`src/rtl/ysyx_25060170_pkg.sv`:
```
// +----------------------------------------------------------------------+
// | ysyx_25060170_pkg : shared constants and FSM encoding for the IFU     |
// | rev 1.0                                                              |
// +----------------------------------------------------------------------+
`default_nettype none

package ysyx_25060170_pkg;

  localparam int unsigned XLEN = 32;
  localparam logic [XLEN-1:0] RESET_PC = 32'h8000_0000;
  localparam logic [XLEN-1:0] INST_NOP = 32'h0000_0013;

  localparam logic [1:0] S_IDLE = 2'd0;
  localparam logic [1:0] S_REQ  = 2'd1;
  localparam logic [1:0] S_WAIT = 2'd2;
  localparam logic [1:0] S_HOLD = 2'd3;

endpackage

`default_nettype wire

```
`src/rtl/ysyx_25060170_ifu_if.sv`:
```
// +----------------------------------------------------------------------+
// | ysyx_25060170_ifu_if : IFU memory, IDU and redirect signal bundle     |
// | rev 1.0                                                              |
// +----------------------------------------------------------------------+
`default_nettype none

interface ysyx_25060170_ifu_if
  import ysyx_25060170_pkg::*;
#(
  parameter int unsigned W = XLEN
);

  logic         ifu_req_valid;
  logic         ifu_req_ready;
  logic [W-1:0] ifu_req_addr;
  logic         ifu_rsp_valid;
  logic [W-1:0] ifu_rsp_data;
  logic         inst_valid;
  logic         inst_ready;
  logic [W-1:0] inst;
  logic [W-1:0] inst_pc;
  logic         redirect_valid;
  logic [W-1:0] jump_Addr;
  logic         ifu_misalign;

  modport master (
    output ifu_req_valid, ifu_req_addr, inst_valid, inst, inst_pc, ifu_misalign,
    input  ifu_req_ready, ifu_rsp_valid, ifu_rsp_data, inst_ready,
           redirect_valid, jump_Addr
  );

  modport slave (
    input  ifu_req_valid, ifu_req_addr, inst_valid, inst, inst_pc, ifu_misalign,
    output ifu_req_ready, ifu_rsp_valid, ifu_rsp_data, inst_ready,
           redirect_valid, jump_Addr
  );

endinterface

`default_nettype wire

```
`src/rtl/ysyx_25060170_ifu.sv`:
```
// +----------------------------------------------------------------------+
// | ysyx_25060170_ifu : single-outstanding instruction fetch unit         |
// | rev 1.0                                                              |
// +----------------------------------------------------------------------+
`default_nettype none

module ysyx_25060170_ifu
  import ysyx_25060170_pkg::*;
#(
  parameter logic [31:0] RESET_PC_P = RESET_PC
) (
  input  wire                  clk,
  input  wire                  rst_n,
  ysyx_25060170_ifu_if.master  bus
);

  logic [1:0]      state_q, state_d;
  logic [XLEN-1:0] pc_q, pc_d;
  logic            kill_q, kill_d;
  logic [XLEN-1:0] inst_q, inst_d;
  logic [XLEN-1:0] inst_pc_q, inst_pc_d;
  logic            misalign_q, misalign_d;

  // A redirect is accepted in every state except IDLE.
  logic w_redirect;
  assign w_redirect = bus.redirect_valid && (state_q != S_IDLE);

  always_comb begin
    state_d    = state_q;
    pc_d       = pc_q;
    kill_d     = kill_q;
    inst_d     = inst_q;
    inst_pc_d  = inst_pc_q;
    misalign_d = w_redirect && bus.jump_Addr[1];

    case (state_q)
      S_IDLE: state_d = S_REQ;

      S_REQ: begin
        if (w_redirect) pc_d = bus.jump_Addr;
        if (bus.ifu_req_ready) begin
          state_d = S_WAIT;
          // The old address went out on this handshake; its response must be dropped.
          if (w_redirect) kill_d = 1'b1;
        end
      end

      S_WAIT: begin
        if (bus.ifu_rsp_valid) begin
          if (kill_q || w_redirect) begin
            kill_d  = 1'b0;
            state_d = S_REQ;
            if (w_redirect) pc_d = bus.jump_Addr;
          end else begin
            inst_d    = bus.ifu_rsp_data;
            inst_pc_d = pc_q;
            state_d   = S_HOLD;
          end
        end else if (w_redirect) begin
          pc_d   = bus.jump_Addr;
          kill_d = 1'b1;
        end
      end

      S_HOLD: begin
        if (w_redirect) begin
          pc_d    = bus.jump_Addr;
          state_d = S_REQ;
        end else if (bus.inst_ready) begin
          pc_d    = pc_q + XLEN'(4);
          state_d = S_REQ;
        end
      end

      default: state_d = S_IDLE;
    endcase
  end

  always_ff @(posedge clk or negedge rst_n) begin
    if (!rst_n) begin
      state_q    <= S_IDLE;
      pc_q       <= RESET_PC_P;
      kill_q     <= 1'b0;
      inst_q     <= '0;
      inst_pc_q  <= RESET_PC_P;
      misalign_q <= 1'b0;
    end else begin
      state_q    <= state_d;
      pc_q       <= pc_d;
      kill_q     <= kill_d;
      inst_q     <= inst_d;
      inst_pc_q  <= inst_pc_d;
      misalign_q <= misalign_d;
    end
  end

  assign bus.ifu_req_valid = (state_q == S_REQ);
  assign bus.ifu_req_addr  = pc_q;
  assign bus.inst_valid    = (state_q == S_HOLD);
  assign bus.inst          = inst_q;
  assign bus.inst_pc       = inst_pc_q;
  assign bus.ifu_misalign  = misalign_q;

endmodule

`default_nettype wire
```
`src/flat_wrapper.sv`:
```
// flat-port wrapper written by rule: the top's interface ports become plain ports
module ysyx_25060170_ifu_flat import ysyx_25060170_pkg::*;
#(
  parameter logic [31:0] RESET_PC_P = RESET_PC
)
  (clk, rst_n, bus_ifu_req_valid, bus_ifu_req_addr, bus_inst_valid, bus_inst, bus_inst_pc, bus_ifu_misalign, bus_ifu_req_ready, bus_ifu_rsp_valid, bus_ifu_rsp_data, bus_inst_ready, bus_redirect_valid, bus_jump_Addr);
  ysyx_25060170_ifu_if bus_i ();
  input  wire clk;
  input  wire rst_n;
  output wire logic [$bits(bus_i.ifu_req_valid)-1:0] bus_ifu_req_valid;
  output wire logic [$bits(bus_i.ifu_req_addr)-1:0] bus_ifu_req_addr;
  output wire logic [$bits(bus_i.inst_valid)-1:0] bus_inst_valid;
  output wire logic [$bits(bus_i.inst)-1:0] bus_inst;
  output wire logic [$bits(bus_i.inst_pc)-1:0] bus_inst_pc;
  output wire logic [$bits(bus_i.ifu_misalign)-1:0] bus_ifu_misalign;
  input wire logic [$bits(bus_i.ifu_req_ready)-1:0] bus_ifu_req_ready;
  input wire logic [$bits(bus_i.ifu_rsp_valid)-1:0] bus_ifu_rsp_valid;
  input wire logic [$bits(bus_i.ifu_rsp_data)-1:0] bus_ifu_rsp_data;
  input wire logic [$bits(bus_i.inst_ready)-1:0] bus_inst_ready;
  input wire logic [$bits(bus_i.redirect_valid)-1:0] bus_redirect_valid;
  input wire logic [$bits(bus_i.jump_Addr)-1:0] bus_jump_Addr;
  assign bus_ifu_req_valid = bus_i.ifu_req_valid;
  assign bus_ifu_req_addr = bus_i.ifu_req_addr;
  assign bus_inst_valid = bus_i.inst_valid;
  assign bus_inst = bus_i.inst;
  assign bus_inst_pc = bus_i.inst_pc;
  assign bus_ifu_misalign = bus_i.ifu_misalign;
  assign bus_i.ifu_req_ready = bus_ifu_req_ready;
  assign bus_i.ifu_rsp_valid = bus_ifu_rsp_valid;
  assign bus_i.ifu_rsp_data = bus_ifu_rsp_data;
  assign bus_i.inst_ready = bus_inst_ready;
  assign bus_i.redirect_valid = bus_redirect_valid;
  assign bus_i.jump_Addr = bus_jump_Addr;
  ysyx_25060170_ifu #(.RESET_PC_P(RESET_PC_P)) u_core (.clk(clk), .rst_n(rst_n), .bus(bus_i));
endmodule
```
`config.mk`:
```
export PLATFORM = sky130hd
export DESIGN_NAME = ysyx_25060170_ifu_flat
export DESIGN_NICKNAME = d
export VERILOG_FILES = /design/src/rtl/ysyx_25060170_pkg.sv /design/src/rtl/ysyx_25060170_ifu_if.sv /design/src/rtl/ysyx_25060170_ifu.sv /design/src/flat_wrapper.sv
export SDC_FILE = /design/constraint.sdc
export NUM_CORES = 1
export LEC_CHECK = 0
export BUFFER_PORTS_ARGS = -buffer_cell sky130_fd_sc_hd__buf_2
export CAP_MARGIN = 20
export CORE_UTILIZATION = 53
export CTS_CLUSTER_DIAMETER = 30
export DETAILED_ROUTE_END_ITERATION = 10
export PLACE_DENSITY = 0.9
export SLEW_MARGIN = 15
export SYNTH_ARGS = -nofsm -noshare
export SYNTH_HDL_FRONTEND = slang
export SYNTH_SLANG_ARGS = --single-unit
```
`constraint.sdc`:
```
create_clock -name clk -period 3.69 [get_ports clk]
set_input_delay 0.738 -clock clk [delete_from_list [all_inputs] [get_ports clk]]
set_output_delay 0.738 -clock clk [all_outputs]
set_load 0.01 [all_outputs]
```
# [Word-level counts from Yosys, hierarchy flattened]
# Index checks and enable logic that the tools add are counted.
[totals] register_bits=100 word_cells=43 inputBits=70
[op_classes] n_reduce_logical=11 eq_ne=7 addsub=1 bitwise=1 n_mux=17
[ops] operator="two-way mux 32 bit" count=5
[ops] operator="one-hot mux 32 bit (3 select lines)" count=1
[ops] operator="adder 32 x 3 -> 32 bit (second input constant)" count=1
[ops] operator="AND reduction 3 bit" count=4
[ops] operator="two-way mux 2 bit" count=5
[ops] operator="one-hot mux 2 bit (4 select lines)" count=1
[ops] operator="equality test 2 bit (second input constant)" count=2
[ops] operator="two-way mux 1 bit" count=4
[ops] operator="nonzero test 2 bit" count=2
[ops] operator="inequality test 3 x 1 -> 1 bit (second input constant)" count=1
[ops] operator="inequality test 3 x 2 -> 1 bit (second input constant)" count=1
[ops] operator="nonzero test 3 bit" count=1
[ops] operator="equality test 2 x 1 -> 1 bit (second input constant)" count=1
[ops] operator="logical AND 1 bit" count=2
[ops] operator="zero test 2 bit" count=1
[ops] operator="inequality test 2 x 1 -> 1 bit (second input constant)" count=1
[ops] operator="inequality test 2 bit (second input constant)" count=1
[ops] operator="one-hot mux 1 bit (2 select lines)" count=1
[ops] operator="logical OR 1 bit" count=1
[ops] operator="inverter 1 bit" count=1

# [Logic depth before layout (Yosys ltp)]
[depth] depth_word=6 ltp_mapped=10 ltp_nobuf=7

# [Least setup slack after synthesis]
# Ideal clock, no wire load.
[synth_timing] path_type="input port to flip-flop" startpoint="in bus_redirect_valid" endpoint="reg u_core.inst_q[0], in the netlist u_core.bus.inst[0]" setup_time_ns=0.125 t_required_ns=3.565 slack_ns=1.659 path_stages=6 n_path_buf=2 arrival_ns=1.906 path_cell_list="nor2b_1 > nor2_1 > nand2_1 > clkbuf_1 > buf_2 > mux2_2"
[synth_between] elab_chain_len=4
[synth_rtl] item="from (decl)" line_no="flat_wrapper.sv:20" text="input wire logic [$bits(bus_i.redirect_valid)-1:0] bus_redirect_valid;"
[synth_rtl] item="logical AND 1 bit" line_no="ysyx_25060170_ifu.sv:26" text="assign w_redirect = bus.redirect_valid && (state_q != S_IDLE);"
[synth_rtl] item="logical OR 1 bit" line_no="ysyx_25060170_ifu.sv:50" text="if (kill_q || w_redirect) begin"
[synth_rtl] item="inverter 1 bit (no line)"
[synth_rtl] item="AND reduction 3 bit (no line)"
[synth_rtl] item="to (signal assigned)" line_no="ysyx_25060170_ifu.sv:91" text="inst_q <= inst_d;"
[synth_rtl] item="to (decl)" line_no="ysyx_25060170_ifu.sv:20" text="logic [XLEN-1:0] inst_q, inst_d;"
# Every way passes these cells.
# A chain may end at the register's enable or synchronous reset.

# [Worst setup path in the final report]
[layout_timing] startpoint="reg u_core.state_q[0]" endpoint="reg u_core.inst_q[11], in the netlist u_core.bus.inst[11]"
[layout_between] elab_chain_len=5
[layout_rtl] item="from (decl)" line_no="ysyx_25060170_ifu.sv:17" text="logic [1:0] state_q, state_d;"
[layout_rtl] item="from (signal assigned)" line_no="ysyx_25060170_ifu.sv:88" text="state_q <= state_d;"
[layout_rtl] item="nonzero test 2 bit" line_no="ysyx_25060170_ifu.sv:26"
[layout_rtl] item="logical AND 1 bit" line_no="ysyx_25060170_ifu.sv:26"
[layout_rtl] item="logical OR 1 bit" line_no="ysyx_25060170_ifu.sv:50"
[layout_rtl] item="inverter 1 bit (no line)"
[layout_rtl] item="AND reduction 3 bit (no line) (*)"
# Every way passes the cells marked *; elsewhere a longest branch is shown, timed or not.

==> results.json <==
{
  "area_growth_pct": 25.37,
  "wire_per_inst_um": 16.79,
  "ir_drop_uv": 395.6,
  "die_h_um": 95.58,
  "gp_congestion": 0.8302,
  "via_per_inst": 5.955,
  "muxShareOfSynthArea": 0.1553,
  "p_leak_uw": 0.002860,
  "yosys-top-cells-area": "dfrtp_1 53%, mux2_2 16%, a21oi_1 3.5%",
  "initial_utilization": 0.5564,
  "synth_top_family_by_area": "multiplexers",
  "r2r_slack_ps": 1230,
  "sw_frac_of_total": 0.3916,
  "clock_latency_ps": 360,
  "tightest_slew_ps": 905.4,
  "synth_cell_type_count": 45,
  "crit-reg2reg-launch": "u_core.state_q[0]$_DFFE_PN0P_",
  "p_per_area_nw_per_um2": 835.8,
  "report.final.slew_viol_count": 0,
  "crit_arrival_ps": 2690,
  "hold_viol_final": 0,
  "clock_skew_ps": 10.53,
  "final_util": 0.6976,
  "synth.largest_area_cell": "dfrtp_1",
  "start_kind": "flip-flop",
  "netlist_instances": 415,
  "rr_endpoint": "u_core.bus.inst[11]$_DFFE_PN0P_",
  "antenna_cells": 0,
  "yosysWarnings": 0,
  "synth_seq_cells": 100,
  "crit_required_ps": 3930,
  "synth_nets": 491,
  "drt_iter0_drc": 179,
  "final-setup-viol-count": 0,
  "switchingPower_uw": 1904,
  "final_common_cell": "buf_2",
  "htreeDepth": 3,
  "whs_ps": 399.9,
  "max_cap_violations": 0,
  "fin_nets": 654,
  "overflow": 0,
  "p_clk_frac": 0.160,
  "grt_pass1_vias": 4000,
  "vias": 4097,
  "cts.clk_slew.worst_paths_ps": 90,
  "syn_avg_cell_area_um2": 11.18,
  "max-clock-path-buffers": 2,
  "grt_use_total": 0.2640,
  "synth_xor_area_frac": 0,
  "final_cell_mix": "167 x buf_2, 98 x dfrtp_1, 64 x mux2_2, 33 x nand2_1, 32 x a21oi_1",
  "antenna_found_initial": 0,
  "synth_top_area_share": 0.5284,
  "finalCritPeriodShare": 0.6660,
  "yosys.area_share.simple": 0.1362,
  "yosysSeqAreaShare": 0.5398,
  "root_buffer": "clkbuf_8",
  "ctsResizeCount": 0,
  "setup_ws_ps": 1232,
  "dp_cells": 672,
  "post-route-drc-count": 0,
  "cts_buffers": 9,
  "ioPinCount": 169,
  "synth_compound_area_frac": 0.1278,
  "period_needed_ps": 2458,
  "clock_sinks": 100,
  "fmax_mhz": 406.9,
  "power_frac_comb": 0.411,
  "cp-end-kind": "flip-flop",
  "core_um2": 8341,
  "rsz0062_at_grt": "no",
  "drt-total-wl_um": 11550,
  "fp.dieW_um": 95.58,
  "placementRows": 33,
  "tns_ps": 0,
  "hp-class": "input port to async pin",
  "grt_pass1_wl_um": 18420,
  "dp_slack_ps": 1114,
  "firstDrtPassIters": 5,
  "postCtsHoldBufs": 0,
  "crit_fanout": 34,
  "grt_max_degree": 51,
  "max-slew-margin-rel": 0.3949,
  "synth_area_um2": 4641,
  "power_frac_seq": 0.429,
  "final_antenna_net_count": 0,
  "final_cells": 688,
  "status": "completed",
  "synthAdderAreaFrac": 0.01618,
  "reg2regPathDepth": 7,
  "dieArea_um2": 9135,
  "intPower_uw": 2959,
  "drive_gt1_frac": 0.4563,
  "hpwlAfterDp_um": 8178,
  "path_class": "flip-flop to flip-flop",
  "io_buffer_count": 168,
  "post_cts_buffers": 0,
  "cts_tree": "yes"
}
-- routing by layer --
metal  share of wire  GRT usage  up-vias
met5               0          0        -
met4           0.022     0.1157        0
met3           0.095    0.07018       28
met2            0.51     0.4357      249
met1            0.38     0.3257     1973
li1                -          -     1847
-- stage by stage --
stage	total power, uW	cell area, um^2
2_1_floorplan	3223	4641
6_report	4863	5818
4_1_cts	4886	5818
3_5_place_dp	4091	5592
5_1_grt	5203	5818
3_3_place_gp	3965	5592
-- worst max-delay path, stage by stage (launching register included) --
cell and delay [ps]:
dfrtp_1 430, inv_1 100, ha_1 250, nand2b_1 170, nor2_1 90, nand2_2 640
buf_12 290, mux2_2 360
-- cell usage after synthesis --
cell	n
and3_1	5
nand4_2	1
nand3_1	21
o211ai_1	2
a311oi_1	2
nor2b_1	1
clkbuf_1	14
mux2_2	64
o22ai_1	10
o21bai_1	1
ha_1	6
o21ai_0	27
nand2_1	34
dfrtp_1	98
and2_1	2
or4_1	2
a211oi_1	1
a31oi_1	4
o311a_1	1
nand3_2	1
inv_1	6
nor2_2	1
nand4_1	7
nand2_2	1
and4_1	1
nor4_1	2
and2_0	1
a2bb2oi_1	11
and3_2	1
nor3_1	7
nor3b_1	1
or3_1	2
o21a_1	1
nor2_1	22
nor4_4	2
dfstp_2	2
a21o_1	1
a21boi_0	2
a21oi_1	32
nand2b_1	3
o311ai_0	1
buf_2	8
o311ai_1	1
a32oi_1	1
nand4_4	1
-- layout make-up --
type                    count  area [um^2]
well taps                 105        131.4
flip-flops and latches    100         2505
clock buffers              11        141.4
clock inverters             5        85.08
multi-input cells         287         2032
inverters                   6        22.52
repair buffers            174        900.9
fillers                   614         2522
-- worst max path at each step --
stage                                       start                         endpoint  slack, ps
CTS                 u_core.state_q[0]$_DFFE_PN0P_  u_core.bus.inst[11]$_DFFE_PN0P_       1230
floorplan                      bus_redirect_valid   u_core.bus.inst[0]$_DFFE_PN0P_       1660
global route        u_core.state_q[0]$_DFFE_PN0P_  u_core.bus.inst[16]$_DFFE_PN0P_       1080
finish              u_core.state_q[0]$_DFFE_PN0P_  u_core.bus.inst[11]$_DFFE_PN0P_       1230
detailed placement             bus_redirect_valid  u_core.bus.inst[11]$_DFFE_PN0P_       1110
global placement               bus_redirect_valid  u_core.bus.inst[15]$_DFFE_PN0P_       1200
-- cells by family (layout without fill, tap and decap cells) --
family                   Yosys count  in the layout
adder cells (fa/ha/maj)            6              6
flip-flops                       100            100
buffers and inverters             28            196
multiplexers                      64             64
AND/OR/NAND/NOR                  119            119
AO/OA/AOI/OAI                     98             98
-- state kept, by name (all words and copies together), names as in the netlist --
name,flops
u_core.bus.ifu_misalign,1
u_core.bus.ifu_req_addr,32
u_core.bus.inst,32
u_core.bus.inst_pc,32
u_core.kill_q,1
u_core.state_q,2
-- power groups by stage --
| stage | Clock (uW) | Combinational, uW | Sequential, uW |
|---|---|---|---|
| after detailed placement | 0 | 1990 | 2100 |
| after global placement | 0 | 1910 | 2050 |
| after CTS | 794 | 2010 | 2080 |
| final | 777 | 2000 | 2090 |
| after global routing | 838 | 2190 | 2170 |
| after floorplan | 0 | 956 | 2270 |
Note: power is estimated with default switching activity, not from simulation.
